==> src/rtl/blink_pattern_gen.sv <==
// Programmable ON/OFF blink sequencer with prescaled time base and continuous mode.
// Output is high the cycle after an accepted start; all outputs are registered Moore outputs.
module blink_pattern_gen #(
  parameter int CNT_W   = 8,
  parameter int PULSE_W = 4,
  parameter int PRESC_W = 16
) (
  input  logic               clk,
  input  logic               reset,
  input  logic               start,
  input  logic               abort,
  input  logic               cont_mode,
  input  logic [CNT_W-1:0]   on_len,
  input  logic [CNT_W-1:0]   off_len,
  input  logic [PULSE_W-1:0] num_pulses,
  input  logic [PRESC_W-1:0] prescale,
  output logic               out,
  output logic               busy,
  output logic               done,
  output logic               cfg_err,
  output logic [PULSE_W-1:0] pulse_idx
);

  typedef enum logic [1:0] {S_IDLE, S_ON, S_OFF} state_t;

  state_t             state_q, state_d;
  logic [CNT_W-1:0]   phase_cnt_q, phase_cnt_d;
  logic [PULSE_W-1:0] pulse_idx_q, pulse_idx_d;
  logic [PRESC_W-1:0] presc_cnt_q, presc_cnt_d;
  logic [CNT_W-1:0]   on_len_q, on_len_d;
  logic [CNT_W-1:0]   off_len_q, off_len_d;
  logic [PULSE_W-1:0] num_pulses_q, num_pulses_d;
  logic [PRESC_W-1:0] prescale_q, prescale_d;
  logic               cont_mode_q, cont_mode_d;
  logic               out_q, out_d;
  logic               busy_q, busy_d;
  logic               done_q, done_d;
  logic               cfg_err_q, cfg_err_d;
  logic               tick;
  logic               end_of_pulse;

  assign tick = (state_q != S_IDLE) && (presc_cnt_q == prescale_q);

  always_comb begin
    state_d      = state_q;
    phase_cnt_d  = phase_cnt_q;
    pulse_idx_d  = pulse_idx_q;
    presc_cnt_d  = presc_cnt_q;
    on_len_d     = on_len_q;
    off_len_d    = off_len_q;
    num_pulses_d = num_pulses_q;
    prescale_d   = prescale_q;
    cont_mode_d  = cont_mode_q;
    done_d       = 1'b0;
    cfg_err_d    = 1'b0;
    end_of_pulse = 1'b0;

    if (state_q != S_IDLE) begin
      presc_cnt_d = tick ? '0 : presc_cnt_q + PRESC_W'(1);
    end

    case (state_q)
      S_IDLE: begin
        if (start) begin
          if ((num_pulses == '0) || (on_len == '0)) begin
            cfg_err_d = 1'b1;
          end else begin
            on_len_d     = on_len;
            off_len_d    = off_len;
            num_pulses_d = num_pulses;
            prescale_d   = prescale;
            cont_mode_d  = cont_mode;
            phase_cnt_d  = on_len;
            pulse_idx_d  = PULSE_W'(1);
            presc_cnt_d  = '0;
            state_d      = S_ON;
          end
        end
      end
      S_ON: begin
        if (tick) begin
          if (phase_cnt_q == CNT_W'(1)) begin
            if (off_len_q != '0) begin
              phase_cnt_d = off_len_q;
              state_d     = S_OFF;
            end else begin
              end_of_pulse = 1'b1;
            end
          end else begin
            phase_cnt_d = phase_cnt_q - CNT_W'(1);
          end
        end
      end
      S_OFF: begin
        if (tick) begin
          if (phase_cnt_q == CNT_W'(1)) begin
            end_of_pulse = 1'b1;
          end else begin
            phase_cnt_d = phase_cnt_q - CNT_W'(1);
          end
        end
      end
      default: state_d = S_IDLE;
    endcase

    if (end_of_pulse) begin
      if (pulse_idx_q < num_pulses_q) begin
        pulse_idx_d = pulse_idx_q + PULSE_W'(1);
        phase_cnt_d = on_len_q;
        state_d     = S_ON;
      end else if (cont_mode_q) begin
        pulse_idx_d = PULSE_W'(1);
        phase_cnt_d = on_len_q;
        state_d     = S_ON;
      end else begin
        pulse_idx_d = '0;
        phase_cnt_d = '0;
        done_d      = 1'b1;
        state_d     = S_IDLE;
      end
    end

    // Abort overrides everything, including a start arriving in the same cycle.
    if (abort) begin
      state_d     = S_IDLE;
      phase_cnt_d = '0;
      pulse_idx_d = '0;
      presc_cnt_d = '0;
      done_d      = 1'b0;
      cfg_err_d   = 1'b0;
    end

    out_d  = (state_d == S_ON);
    busy_d = (state_d != S_IDLE);
  end

  always_ff @(posedge clk or negedge reset) begin
    if (!reset) begin
      state_q      <= S_IDLE;
      phase_cnt_q  <= '0;
      pulse_idx_q  <= '0;
      presc_cnt_q  <= '0;
      on_len_q     <= '0;
      off_len_q    <= '0;
      num_pulses_q <= '0;
      prescale_q   <= '0;
      cont_mode_q  <= 1'b0;
      out_q        <= 1'b0;
      busy_q       <= 1'b0;
      done_q       <= 1'b0;
      cfg_err_q    <= 1'b0;
    end else begin
      state_q      <= state_d;
      phase_cnt_q  <= phase_cnt_d;
      pulse_idx_q  <= pulse_idx_d;
      presc_cnt_q  <= presc_cnt_d;
      on_len_q     <= on_len_d;
      off_len_q    <= off_len_d;
      num_pulses_q <= num_pulses_d;
      prescale_q   <= prescale_d;
      cont_mode_q  <= cont_mode_d;
      out_q        <= out_d;
      busy_q       <= busy_d;
      done_q       <= done_d;
      cfg_err_q    <= cfg_err_d;
    end
  end

  assign out       = out_q;
  assign busy      = busy_q;
  assign done      = done_q;
  assign cfg_err   = cfg_err_q;
  assign pulse_idx = pulse_idx_q;

endmodule

==> config.mk <==
export PLATFORM = sky130hd
export DESIGN_NAME = blink_pattern_gen
export DESIGN_NICKNAME = d
export VERILOG_FILES = /design/src/rtl/blink_pattern_gen.sv
export SDC_FILE = /design/constraint.sdc
export NUM_CORES = 1
export LEC_CHECK = 0
export ABC_AREA = 1
export ABC_CLOCK_PERIOD_IN_PS = 1740
export CORE_AREA = 5 5 103 105
export CTS_CLUSTER_SIZE = 16
export DETAILED_ROUTE_END_ITERATION = 8
export DIE_AREA = 0 0 108 110
export HOLD_SLACK_MARGIN = 0.15
export PLACE_DENSITY = 0.73
export SLEW_MARGIN = 40
export SYNTH_ARGS = -nofsm -noshare
export SYNTH_HDL_FRONTEND = slang
export SYNTH_SLANG_ARGS = --single-unit
export TNS_END_PERCENT = 1
==> constraint.sdc <==
create_clock -name clk -period 1.74 [get_ports clk]
set_input_delay 0.174 -clock clk [delete_from_list [all_inputs] [get_ports clk]]
set_output_delay 0.174 -clock clk [all_outputs]
set_load 0.01 [all_outputs]
==> results.sh <==
export IMPL_dr_pass1_iters=4
export IMPL_rsz0062_at_grt="true"
export IMPL_row_count=36
export IMPL_insertion_delay_ns=0.35
export IMPL_setup_slack_ns=-0.0684
export IMPL_ys_types=33
export IMPL_endpoint_kind="register"
export IMPL_clock_fmax_ghz=0.553
export IMPL_final_nets=777
export IMPL_setup_violations=19
export IMPL_synth_area_sq_mm=0.00423
export IMPL_min_path_type="in -> async"
export IMPL_die_h_microns=110
export IMPL_crit_top_cell="nand2_4"
export IMPL_numPortBuffers=48
export IMPL_seqCellArea_sq_mm=0.00178
export IMPL_drt_iter0_drc=129
export IMPL_yosys_warnings=0
export IMPL_routed_via_density=4.86
export IMPL_violations="setup timing"
export IMPL_grt_pass1_vias=4195
export IMPL_antenna_found_initial=0
export IMPL_die_w_microns=108
export IMPL_netlist_instances=586
export IMPL_cts_buffers=9
export IMPL_cp_arrival_ns=2.11
export IMPL_syn_nets=639
export IMPL_core_area_sq_mm=0.00955
export IMPL_n_antenna_cell=0
export IMPL_dp_slack_ns=-0.208
export IMPL_ant_nets=0
export IMPL_ys_seq_area_share_pct=42.0
export IMPL_grt_pass1_wl_mm=18.8
export IMPL_critPathMaxStageDelay_ns=0.40
export IMPL_clkTransAtPathRegs_ns=0.08
export IMPL_fin_crit_sh_pct=104
export IMPL_cp_max_fo=8
export IMPL_finalSetupTns_ns=-0.614
export IMPL_wl_per_cell_microns=13.4
export IMPL_tightest_slew_ns=0.418
export IMPL_fillers=842
export IMPL_start_kind="register"
export IMPL_outcome="finished with violations"
export IMPL_wl_mm=11.5
export IMPL_crit_required_ns=2.04
export IMPL_drv_slew=0
export IMPL_post_route_drc_count=0
export IMPL_dieArea_sq_mm=0.0119
export IMPL_grt_max_degree=72
export IMPL_power_per_cell_area_mw_per_mm2=795
export IMPL_cp_cell_sequence="inv_2 -> ha_4 -> nand3_4 -> nor2_4 -> nand2_1 -> nand2_2 -> nand2_4 -> inv_4 -> nand2_4 -> o21ai_4 -> nand2_4 -> nand2_4 -> nand2_1 -> nand2_1"
export IMPL_cts_tree="yes"
export IMPL_start_util_pct=44.3
export IMPL_vias=4190
export IMPL_crit_family="simple AND/OR/NAND/NOR gates"
export IMPL_critical_path_buf_inv_count=2
export IMPL_hold_viol=0
export IMPL_vdd_drop_max_v=0.000452
export IMPL_place_congestion=0.898
export IMPL_htreeDepth=3
export IMPL_path_class="reg -> reg"
export IMPL_leakagePower_nw=3.05
export IMPL_grt_usage_pct=20.2
export IMPL_max_cap_violations=0
export IMPL_area_delta_synth_final_pct=41.5
export IMPL_overflow=0
export IMPL_multi_input_area_sq_mm=0.00229
export IMPL_relSlewSlack_pct=72.1
export IMPL_clockRootBuffer="clkbuf_8"
export IMPL_final_cell_area_sq_mm=0.00598
export IMPL_cts_sinks=71
export IMPL_period_minus_slack_ns=1.81
export IMPL_ys_ff_latch=71
export IMPL_postPlaceCellArea_sq_mm=0.00546
export IMPL_clock_skew_ns=0.0113
export IMPL_syn_area_per_cell_sq_um=7.21
export IMPL_crit_slowest_cell="dfrtp_1"
export IMPL_clk_path_buf_depth=2
export IMPL_hpwlAfterDp_mm=8.56
export IMPL_drive_gt1_share_pct=25.4
export IMPL_io_pins=49
==> layout make-up <==
| cell class | count | share of cell area [%] |
|---|---|---|
| clock buffer | 10 | 2.13 |
| clock inverter | 6 | 1.42 |
| multi-input combinational | 422 | 38.4 |
| timing repair buffer | 137 | 20.3 |
| inverter | 83 | 5.31 |
| tap | 133 | 2.78 |
| sequential | 71 | 29.7 |
==> placed cells by master, fill, tap and decap left out, types with 2 or more instances in the layout <==
cell type	count
inv_2	15
o21ai_1	4
bufinv_16	2
nand3_4	2
nor2_2	10
clkinvlp_4	3
xnor2_1	4
ha_1	7
nor3b_1	5
buf_12	4
nor2_1	36
a211oi_1	2
dfrtp_1	70
a31oi_1	3
clkdlybuf4s50_1	47
xor2_1	11
clkbuf_8	9
nand2_2	19
nand3_1	33
o21ai_0	32
ha_2	2
nor3_1	3
buf_4	81
inv_1	65
nand4_1	9
buf_6	2
nand3_2	3
a21oi_1	7
nor2_8	2
o21ai_2	2
nor2_4	11
nand2_1	199
nand2_4	6
ha_4	3
clkinv_2	2
==> what timing repair did <==
action                     CTS  global route
hold buffers                 1             0
cloned                       1             1
buffers inserted             7             3
resized for setup           23            41
setup endpoints to repair   68            70
pin swaps                   13            36
hold endpoints to repair    71             0
==> worst min-delay path, delay by kind of cell <==
family | cells | cell delay [ns]
buf+inv | 3 | 0.94
==> stage by stage <==
step / hold WS [ns] / utilization (%) / total power, mW / instances
global placement: 0.231 / 57.2 / 3.16 / 833
floorplan: -0.122 / - / 2.65 / 586
finish: 0.351 / 62.6 / 4.76 / 862
detailed placement: 0.228 / 57.2 / 3.20 / 833
global route: 0.359 / 62.6 / 5.02 / 862
CTS: 0.341 / 61.0 / 4.72 / 858
==> synthesized netlist by cell type (all sizes together) <==
master | number | area share, %
inv | 82 | 7.3
nand2 | 222 | 21
xor2 | 11 | 2.3
o21bai | 1 | 0.18
a21boi | 1 | 0.18
buf | 3 | 0.36
a21oi | 9 | 1.2
a31oi | 3 | 0.44
a211oi | 2 | 0.36
dfrtp | 71 | 42
xnor2 | 4 | 0.83
clkinv | 1 | 0.089
clkbuf | 9 | 0.80
nor3b | 5 | 0.89
nor3 | 3 | 0.36
o21ai | 39 | 4.9
nand4 | 9 | 1.3
a22oi | 1 | 0.18
nand3 | 38 | 4.9
nor2 | 59 | 6.8
ha | 12 | 3.6
or2 | 1 | 0.15
==> worst paths after layout <==
path / end / start / slack [ns] / cells after the start
worst max register to register: phase_cnt_q[6] / phase_cnt_q[1] / -0.07 / 14
worst min-delay path: on_len_q[7] / reset / 0.35 / 3
worst min register to register: num_pulses_q[3] / num_pulses_q[3] / 0.49 / 2
min in group clk: prescale_q[4] / prescale[4] / 0.35 / 3
worst max-delay path: phase_cnt_q[6] / phase_cnt_q[1] / -0.07 / 14
max in group asynchronous: off_len_q[2] / reset / 1.02 / 3
==> logic make-up after synthesis <==
kind of cell,synth area share (%)
and+or+nand+nor,35.4
buffers and inverters,8.52
DFF,42.0
AOI/OAI and AO/OA,7.37
xor gates and xnor gates,3.11
adders and majority gates,3.55
==> power by group <==
group	internal (mW)	total (mW)	leakage, nW	switching, mW
sequential	1.84	1.96	0.914	0.124
clock	0.803	1.47	0.102	0.665
combinational	0.588	1.33	2.04	0.741
==> per-layer routing <==
metal,vias to the layer above,wire length [microns],GRT usage (%)
li1,2095,-,-
met4,0,282,6.40
met1,1937,4740,23.5
met3,32,616,4.66
met2,126,5900,37.1
met5,-,0,0
==> sequential cells by signal (all words and copies together) (netlist names) <==
| register | cells |
|---|---|
| num_pulses_q | 4 |
| presc_cnt_q | 16 |
| on_len_q | 8 |
| state_q | 2 |
| phase_cnt_q | 8 |
| cont_mode_q | 1 |
| done | 1 |
| busy | 1 |
| prescale_q | 16 |
| out | 1 |
| pulse_idx | 4 |
| off_len_q | 8 |
| cfg_err | 1 |
(Power assumes the default switching activity.)
